--- config.mk ---
export PLATFORM = sky130hd
export DESIGN_NAME = input_stream_loader
export DESIGN_NICKNAME = d
export VERILOG_FILES = /design/src/rtl/input_stream_loader_pkg.sv /design/src/rtl/stream_collector.sv /design/src/rtl/input_stream_loader.sv
export SDC_FILE = /design/constraint.sdc
export NUM_CORES = 1
export LEC_CHECK = 0
export BUFFER_PORTS_ARGS = -buffer_cell sky130_fd_sc_hd__buf_2
export CORE_MARGIN = 2
export CORE_UTILIZATION = 38
export CTS_BUF_LIST = sky130_fd_sc_hd__clkbuf_8
export CTS_CLUSTER_SIZE = 24
export DETAILED_ROUTE_END_ITERATION = 10
export PLACE_DENSITY = 0.61
export SLEW_MARGIN = 20
export SYNTH_ARGS = -nofsm -noshare
export SYNTH_HDL_FRONTEND = slang
export SYNTH_HIERARCHICAL = 1
export SYNTH_SLANG_ARGS = --single-unit
--- constraint.sdc ---
create_clock -name CLKEXT -period 2.55 [get_ports CLKEXT]
set_input_delay 0.1275 -clock CLKEXT [delete_from_list [all_inputs] [get_ports CLKEXT]]
set_output_delay 0.1275 -clock CLKEXT [all_outputs]
set_load 0.1 [all_outputs]
--- src/rtl/input_stream_loader_pkg.sv ---
// Shared NPU loader definitions: frame geometry and launcher state encoding.
package input_stream_loader_pkg;

  localparam int FRAME_BYTES = 5;

  // Byte 0..3 are lanes DA..DD, byte 4 is the bias.
  typedef logic [FRAME_BYTES-1:0][7:0] frame_t;

  typedef enum logic [1:0] {
    L_IDLE  = 2'd0,
    L_START = 2'd1,
    L_WAIT  = 2'd2
  } lstate_e;

endpackage

--- src/rtl/stream_collector.sv ---
// Staging side of the loader: assembles 5-byte frames from the byte stream,
// discards a partial frame after an inter-byte timeout.
module stream_collector
  import input_stream_loader_pkg::*;
#(
  parameter int TIMEOUT_CYC = 16
) (
  input  logic       clk,
  input  logic       rst,
  input  logic [7:0] s_data,
  input  logic       s_valid,
  output logic       s_ready,
  input  logic       stage_clr,
  output frame_t     stage_data,
  output logic       stage_full,
  output logic       to_pulse
);

  localparam int IW = $clog2(FRAME_BYTES);
  localparam int TW = $clog2(TIMEOUT_CYC + 1);
  localparam logic [IW-1:0] LAST_IDX = IW'(FRAME_BYTES - 1);
  localparam logic [TW-1:0] TO_LOAD  = TW'(TIMEOUT_CYC - 1);

  frame_t        stage_q, stage_d;
  logic [IW-1:0] idx_q, idx_d;
  logic [TW-1:0] to_cnt_q, to_cnt_d;
  logic          full_q, full_d;
  logic          xfer;

  assign s_ready    = ~full_q;
  assign stage_data = stage_q;
  assign stage_full = full_q;

  // Byte capture, frame completion and idle down-counter for partial frames.
  always_comb begin
    stage_d  = stage_q;
    idx_d    = idx_q;
    to_cnt_d = to_cnt_q;
    full_d   = full_q;
    to_pulse = 1'b0;
    xfer     = s_valid & ~full_q;

    // Launcher only clears while full, so this never coincides with a transfer.
    if (stage_clr) full_d = 1'b0;

    if (xfer) begin
      for (int i = 0; i < FRAME_BYTES; i++) begin
        if (idx_q == IW'(i)) stage_d[i] = s_data;
      end
      to_cnt_d = TO_LOAD;
      if (idx_q == LAST_IDX) begin
        idx_d  = '0;
        full_d = 1'b1;
      end else begin
        idx_d = idx_q + IW'(1);
      end
    end else if (idx_q != '0) begin
      if (to_cnt_q == '0) begin
        to_pulse = 1'b1;
        idx_d    = '0;
        to_cnt_d = TO_LOAD;
      end else begin
        to_cnt_d = to_cnt_q - TW'(1);
      end
    end
  end

  // Collector state registers.
  always_ff @(posedge clk) begin
    if (rst) begin
      stage_q  <= '0;
      idx_q    <= '0;
      to_cnt_q <= TO_LOAD;
      full_q   <= 1'b0;
    end else begin
      stage_q  <= stage_d;
      idx_q    <= idx_d;
      to_cnt_q <= to_cnt_d;
      full_q   <= full_d;
    end
  end

endmodule

--- src/rtl/input_stream_loader.sv ---
// NPU input loader: double-buffered frame collector plus launcher FSM that
// presents held lane/bias data, pulses START and waits for DONE.
//
// state   | meaning
// L_IDLE  | outputs held; launch as soon as the staging buffer is full
// L_START | one-cycle START pulse, outputs just copied from staging
// L_WAIT  | awaiting DONE, watchdog counting down
module input_stream_loader
  import input_stream_loader_pkg::*;
#(
  parameter int TIMEOUT_CYC = 16,
  parameter int WAIT_MAX    = 255
) (
  input  logic       CLKEXT,
  input  logic       RST_GLO,
  input  logic [7:0] S_DATA,
  input  logic       S_VALID,
  output logic       S_READY,
  input  logic       DONE,
  input  logic       CLR_ERR,
  output logic [7:0] DA,
  output logic [7:0] DB,
  output logic [7:0] DC,
  output logic [7:0] DD,
  output logic [7:0] BIAS_IN,
  output logic       START,
  output logic       LD_BUSY,
  output logic [7:0] FRAME_CNT,
  output logic       ERR_TO,
  output logic       ERR_WD
);

  localparam int WW = $clog2(WAIT_MAX + 1);
  localparam logic [WW-1:0] WD_LOAD = WW'(WAIT_MAX - 1);

  lstate_e       state_q, state_d;
  frame_t        lane_q, lane_d;
  frame_t        stage_data;
  logic [WW-1:0] wd_cnt_q, wd_cnt_d;
  logic [7:0]    frame_cnt_q, frame_cnt_d;
  logic          start_q, start_d;
  logic          busy_q, busy_d;
  logic          err_to_q, err_to_d;
  logic          err_wd_q, err_wd_d;
  logic          stage_full, to_pulse, launch, wd_hit;

  stream_collector #(
    .TIMEOUT_CYC(TIMEOUT_CYC)
  ) u_collector (
    .clk        (CLKEXT),
    .rst        (RST_GLO),
    .s_data     (S_DATA),
    .s_valid    (S_VALID),
    .s_ready    (S_READY),
    .stage_clr  (launch),
    .stage_data (stage_data),
    .stage_full (stage_full),
    .to_pulse   (to_pulse)
  );

  // Launcher next-state, output copy, watchdog and sticky error flags.
  always_comb begin
    state_d     = state_q;
    lane_d      = lane_q;
    wd_cnt_d    = wd_cnt_q;
    frame_cnt_d = frame_cnt_q;
    start_d     = 1'b0;
    busy_d      = busy_q;
    launch      = 1'b0;
    wd_hit      = 1'b0;

    case (state_q)
      L_IDLE: begin
        if (stage_full) begin
          launch      = 1'b1;
          lane_d      = stage_data;
          frame_cnt_d = frame_cnt_q + 8'd1;
          start_d     = 1'b1;
          busy_d      = 1'b1;
          state_d     = L_START;
        end
      end
      L_START: begin
        wd_cnt_d = WD_LOAD;
        state_d  = L_WAIT;
      end
      L_WAIT: begin
        if (DONE) begin
          busy_d  = 1'b0;
          state_d = L_IDLE;
        end else if (wd_cnt_q == '0) begin
          wd_hit  = 1'b1;
          busy_d  = 1'b0;
          state_d = L_IDLE;
        end else begin
          wd_cnt_d = wd_cnt_q - WW'(1);
        end
      end
      default: begin
        busy_d  = 1'b0;
        state_d = L_IDLE;
      end
    endcase

    // A new error in the same cycle as CLR_ERR stays set.
    err_to_d = to_pulse ? 1'b1 : (CLR_ERR ? 1'b0 : err_to_q);
    err_wd_d = wd_hit   ? 1'b1 : (CLR_ERR ? 1'b0 : err_wd_q);
  end

  // Launcher registers.
  always_ff @(posedge CLKEXT) begin
    if (RST_GLO) begin
      state_q     <= L_IDLE;
      lane_q      <= '0;
      wd_cnt_q    <= WD_LOAD;
      frame_cnt_q <= 8'd0;
      start_q     <= 1'b0;
      busy_q      <= 1'b0;
      err_to_q    <= 1'b0;
      err_wd_q    <= 1'b0;
    end else begin
      state_q     <= state_d;
      lane_q      <= lane_d;
      wd_cnt_q    <= wd_cnt_d;
      frame_cnt_q <= frame_cnt_d;
      start_q     <= start_d;
      busy_q      <= busy_d;
      err_to_q    <= err_to_d;
      err_wd_q    <= err_wd_d;
    end
  end

  assign DA        = lane_q[0];
  assign DB        = lane_q[1];
  assign DC        = lane_q[2];
  assign DD        = lane_q[3];
  assign BIAS_IN   = lane_q[4];
  assign START     = start_q;
  assign LD_BUSY   = busy_q;
  assign FRAME_CNT = frame_cnt_q;
  assign ERR_TO    = err_to_q;
  assign ERR_WD    = err_wd_q;

endmodule

==> results of run 1 <==
[cells in the final DEF (no fill, tap or decap), types with 5 or more instances in the layout]
master,instances
a21oi_1,63
buf_2,65
buf_4,6
clkbuf_8,9
dfxtp_1,111
ha_1,9
inv_1,12
mux2i_1,24
nand2_1,115
nand3_1,16
nand3b_1,5
nor2_1,41
nor3_1,6
xor2_1,6
[final cells by class]
type,instances,area (µm²),share of cell area [%]
inverter,12,45.0,0.915
timing repair buffer,72,390,7.93
clock buffer,9,124,2.52
clock inverter,7,71.3,1.45
multi-input combinational,338,1890,38.5
sequential,111,2220,45.1
tap,140,175,3.56
[power groups by stage]
stage | clock network (mW) | logic [mW] | registers [mW]
floorplan | 0 | 0.119 | 1.82
global placement | 0 | 0.164 | 1.81
detailed placement | 0 | 0.169 | 1.82
CTS | 1.08 | 0.169 | 1.78
global route | 1.14 | 0.184 | 1.78
finish | 1.04 | 0.169 | 1.78
[worst max path at each step]
| stage | start | to | slack (ps) | depth (start not counted) |
|---|---|---|---|---|
| after global routing | u_collector/idx_q[0] | u_collector/idx_q[0] | 510 | 5 |
| final | wd_cnt_q[0] | wd_cnt_q[7] | 690 | 6 |
| after floorplan | wd_cnt_q[0] | wd_cnt_q[7] | 740 | 7 |
| after CTS | wd_cnt_q[0] | wd_cnt_q[7] | 700 | 6 |
| after detailed placement | wd_cnt_q[0] | wd_cnt_q[7] | 720 | 6 |
| after global placement | wd_cnt_q[0] | wd_cnt_q[7] | 750 | 6 |
[flip-flops by register name, summed over array words and instances, names as in the netlist]
| signal | flops |
|---|---|
| LD_BUSY | 1 |
| BIAS_IN | 8 |
| state_q | 2 |
| ERR_WD | 1 |
| u_collector/stage_full | 1 |
| DA | 8 |
| u_collector/idx_q | 3 |
| DB | 8 |
| DC | 8 |
| ERR_TO | 1 |
| START | 1 |
| DD | 8 |
| u_collector/stage_data | 40 |
| wd_cnt_q | 8 |
| u_collector/to_cnt_q | 5 |
| FRAME_CNT | 8 |
[routing by layer]
| layer | up-vias | track usage [%] | part of all wire (%) |
|---|---|---|---|
| li1 | 1746 | - | - |
| met1 | 1652 | 21.2 | 48 |
| met2 | 86 | 24.4 | 45 |
| met3 | 10 | 4.06 | 5.8 |
| met4 | 0 | 6.43 | 1.1 |
| met5 | - | 0 | 0 |
[per-stage QoR]
stage | utilization [%] | hold slack (ps) | setup WS (ps) | power (mW)
floorplan | - | 263 | 735 | 1.93
global placement | 43.2 | 440 | 749 | 1.98
detailed placement | 43.2 | 444 | 718 | 1.98
CTS | 45.0 | 11.1 | 701 | 3.03
global route | 45.0 | 40.0 | 506 | 3.10
finish | 45.0 | 23.3 | 692 | 2.99
[cell families (layout without fill, tap and decap cells)]
group,count (synthesis),after routing,synth area share [%]
adders and majority gates,9,9,2.62
buffers and inverters,43,100,4.25
muxes,26,26,6.21
and+or+nand+nor,212,212,22.4
DFF,111,111,51.8
xor gates and xnor gates,10,10,2.04
AOI/OAI and AO/OA,81,81,10.7
[critical path: stages, from the launching register on]
cell and delay [ps]:
dfxtp_1 330, inv_1 110, ha_1 150, or3b_2 540
o21ai_4 250, nor4_2 80, mux2_4 290
==> metrics.yaml, run 1 <==
synth:
  synthFlopType: "dfxtp_1"
  syn_inst: 492
  synthesis.area_um2: 4290
  synth_edf_count: 0
  yosys.cell_count.top_type: "nand2_1"
  yosysWarnings: 6
  synth_common_cells: "nand2_1, dfxtp_1, a21oi_1"
  synth_top_area_share_pct: 51.8
  yosys.area.top_type: "dfxtp_1"
  netlist_top_cells_area: "dfxtp_1, nand2_1, a21oi_1"
  syn_nets: 514
  synth-async-reset-ratio_pct: 0
  yosysSeqAreaShare_pct: 51.8
  ys_ff_latch: 111
  yosysUniqueCellTypes: 48
  avgSynthCellArea_um2: 8.73
pwr:
  p_clk_share_pct: 34.9
  pwr-share-comb_pct: 5.6
  p_leak_nw: 1.88
  seqPwrFrac_pct: 59.4
  p_per_area_nw_per_um2: 607
  power_switching_mw: 0.783
  switching_share_pct: 26.2
  ir_drop_uv: 300
  internal_power_mw: 2.21
cts:
  post_cts_resized: 0
  htreeDepth: 3
  cts.path.max_buffers: 2
  cts_setup_buffers: 0
  cts_hold_buf: 0
  path_clk_slew_ps: 120
  cts_inserted_buffers: 9
  cts_tree: "done"
  clk_latency_ps: 390
  clock_sinks: 111
  clock-root-buffer: "clkbuf_8"
timing:
  finalSetupTns_ps: 0
  fmax_mhz: 538
  tightest_slew_ps: 610
  fin_skew_ps: 14.8
  period_needed_ps: 1860
  hold_viol_final: 0
  rsz0062_at_grt: "no"
  period_share_pct: 72.9
  slew_headroom_pct: 59.3
  setup_violations: 0
  drv_slew: 0
route:
  vias: 3494
  initialDrtViolationCount: 128
  viasPerCell: 5.07
  wl_per_cell_um: 13.5
  firstDrtPassIters: 4
  wl_mm: 9.30
  drtAntennaViolNets: 0
  drc: 0
min_path:
  hold-path-endpoint: "u_collector/stage_data[33]"
  hold_path_depth: 3
  hp-start: "S_DATA[1]"
  min_path_type: "input pin to register"
layout:
  layoutNonFillerInstCount: 689
  final_area_um2: 4920
  antennaDiodeCount: 0
  areaGrowthSynthToFinish_pct: 14.7
  n_fill_cell: 1099
  nets: 566
  layout-drive-gt1-share_pct: 18.2
die:
  start_util_pct: 39.3
  core_area_um2: 10900
  die-area_um2: 12200
  num_io_pins: 66
  chipWidth_um: 110
  rows: 38
  die_h_um: 110
worst_setup_path:
  r2r_end: "wd_cnt_q[7]"
  r2r_start: "wd_cnt_q[0]"
  reg2reg_depth: 6
  crit_fanout: 7
  startpoint_type: "register"
  arrival_ps: 2140
  crit_type: "register to register"
  critPathRequiredTime_ps: 2830
  cp-end-kind: "register"
  r2r_slack_ps: 690
global_route:
  grt.total_usage_pct: 15.9
  grt_pass1_wl_mm: 14.9
  grt_pass1_vias: 3150
  overflow: 0
  antenna_found_initial: 0
  grt_max_degree: 58
placed_design:
  place.detailed.hpwl_mm: 6.46
  dp_cells: 673
  gp_congestion: 0.859
  placed_area_um2: 4730
  io_buffers: 65
job:
  drv_cap: 0
run_status:
  status: "completed"
No activity file was read; power rests on OpenSTA's default activity.
==> run 2, diff against run 1 <==
Settings changed: ABC_AREA set to 1, PLACE_DENSITY 0.61 to 0.63.
Clock period 2.55 ns to 1.7 ns, I/O delays scaled along.
==> metrics.yaml, run 2 <==
route:
  wl_mm: 10.3
  drtAntennaViolNets: 0
  vias: 3907
  firstDrtPassIters: 5
  drc: 0
  viasPerCell: 4.91
  wl_per_cell_um: 12.9
  initialDrtViolationCount: 306
global_route:
  grt_max_degree: 48
  overflow: 0
  grt_pass1_wl_mm: 17.3
  grt.total_usage_pct: 16.9
  antenna_found_initial: 0
  grt_pass1_vias: 3716
layout:
  areaGrowthSynthToFinish_pct: 15.4
  layout_common_cells: "nor2_1, dfxtp_1, o21ai_0"
  nets: 669
  mostFrequentLayoutCell: "nor2_1"
  largest_reg_flops: 40
  layout-drive-gt1-share_pct: 18.6
  antennaDiodeCount: 0
synth:
  synthFlopType: "dfxtp_1"
  syn_nets: 607
  synth_edf_count: 0
  netlist_top_cells_area: "dfxtp_1, nor2_1, o21ai_0"
  synth-async-reset-ratio_pct: 0
  avgSynthCellArea_um2: 7.63
  synth_common_cells: "nor2_1, dfxtp_1, o21ai_0"
  synth-simple-area-share_pct: 29.5
  synth_top_area_share_pct: 49.8
  yosysUniqueCellTypes: 31
  synthesis.area_um2: 4460
  synth_compound_area_share_pct: 11.3
  yosysWarnings: 6
  ys_ff_latch: 111
  synth_top_family_by_area: "simple AND/OR/NAND/NOR gates"
  yosys.area.top_type: "dfxtp_1"
  synthAdderAreaFrac_pct: 2.52
  muxShareOfSynthArea_pct: 0
  yosys.cell_count.top_type: "nor2_1"
  yosysSeqAreaShare_pct: 49.8
  syn_inst: 585
  synth_xor_area_share_pct: 0.392
pwr:
  ir_drop_uv: 569
  p_leak_nw: 2.34
  p_per_area_nw_per_um2: 969
die:
  num_io_pins: 66
  chipWidth_um: 112
  die_h_um: 112
  die-area_um2: 12600
  core_area_um2: 11400
  start_util_pct: 39.1
  rows: 39
placed_design:
  place.detailed.hpwl_mm: 7.13
  io_buffers: 65
  gp_congestion: 0.819
  place_ws_ps: 161
timing:
  fin_skew_ps: 11.6
  setup_ws_ps: 140
  rsz0062_at_grt: "no"
  period_share_pct: 91.8
  setup_violations: 0
  drv_slew: 0
  slew_headroom_pct: 64.0
  period_needed_ps: 1560
  finalSetupTns_ps: 0
  fmax_mhz: 641
  hold_viol_final: 0
  tightest_slew_ps: 539
cts:
  cts_inserted_buffers: 9
  htreeDepth: 3
  path_clk_slew_ps: 100
  clock_sinks: 111
  clk_latency_ps: 380
  cts_tree: "done"
  cts.path.max_buffers: 2
  post_cts_resized: 0
  clock-root-buffer: "clkbuf_8"
worst_setup_path:
  cp-end-kind: "register"
  crit_type: "register to register"
  arrival_ps: 1870
  critPathRequiredTime_ps: 2010
  crit_fanout: 8
  startpoint_type: "register"
job:
  drv_cap: 0
min_path:
  min_path_type: "input pin to register"
run_status:
  status: "completed"
## run 2: cell types whose count changed after synthesis, sizes merged, moves of 5 or more
cell / before / now
mux2i: 24 / 0
clkbuf: 19 / 11
nand3: 16 / 39
inv: 12 / 38
nor2: 42 / 175
a21oi: 63 / 19
nand2: 115 / 75
o21ai: 5 / 78
or3: 5 / 0
## run 2: area by class of cell
cell class | count | area, µm²
sequential | 111 | 2230
inverter | 39 | 151
tap | 143 | 179
fill | 1191 | 6270
clock inverter | 7 | 114
multi-input combinational | 412 | 1950
clock buffer | 9 | 124
timing repair buffer | 74 | 408
## run 2: logic make-up (layout without fill, tap and decap cells)
logic type | count (synthesis) | count (layout)
fa+ha+maj | 9 | 9
compound gates | 99 | 99
simple gates | 302 | 302
flops | 111 | 111
xor+xnor | 2 | 2
buf+inv | 62 | 129
## run 2: per-stage QoR
| stage | total power, mW | instance area [µm²] | hold WS, ps | std cells | util [%] |
|---|---|---|---|---|---|
| final | 4.99 | 5150 | 22.1 | 795 | 45.1 |
| after global routing | 5.23 | 5150 | 12.5 | 795 | 45.1 |
| after CTS | 5.05 | 5150 | 0.144 | 795 | 45.1 |
| after detailed placement | 3.24 | 4900 | 367 | 778 | 43.0 |
| after global placement | 3.23 | 4900 | 364 | 778 | 43.0 |
| after floorplan | 3.12 | 4470 | 220 | 585 | - |
## run 2: worst max-delay path: stages, from the launching register on
cell and delay [ps]:
dfxtp_1 400, inv_1 100, ha_1 270, nand2_4 140, inv_1 80, nor3_1 350
a21oi_1 80, nor2_1 90
## run 2: repair_timing
item / CTS / global route
setup buffers: 0 / 0
hold buffers: 1 / 0
endpoints found under the hold margin: 1 / 0
## run 2: path summary, 6_finish.rpt
path	from	endpoint	slack (ps)	depth (start not counted)
setup / recovery	u_collector/idx_q[0]	ERR_TO	140	7
setup reg to reg	u_collector/idx_q[0]	ERR_TO	140	7
hold reg to reg	u_collector/stage_data[28]	u_collector/stage_data[28]	470	2
hold / removal	DONE	ERR_WD	20	4
## run 2: routing by layer
| layer | share of wire (%) | GRT usage, % | vias up |
|---|---|---|---|
| li1 | - | - | 1992 |
| met1 | 46 | 21.5 | 1820 |
| met2 | 48 | 28.3 | 89 |
| met3 | 5.0 | 5.18 | 6 |
| met4 | 0.55 | 3.66 | 0 |
| met5 | 0 | 0 | - |
## run 2: report_power, final
group	internal, mW	switching, mW
Sequential	2.68	0.0403
Combinational	0.116	0.348
Clock	0.863	0.949
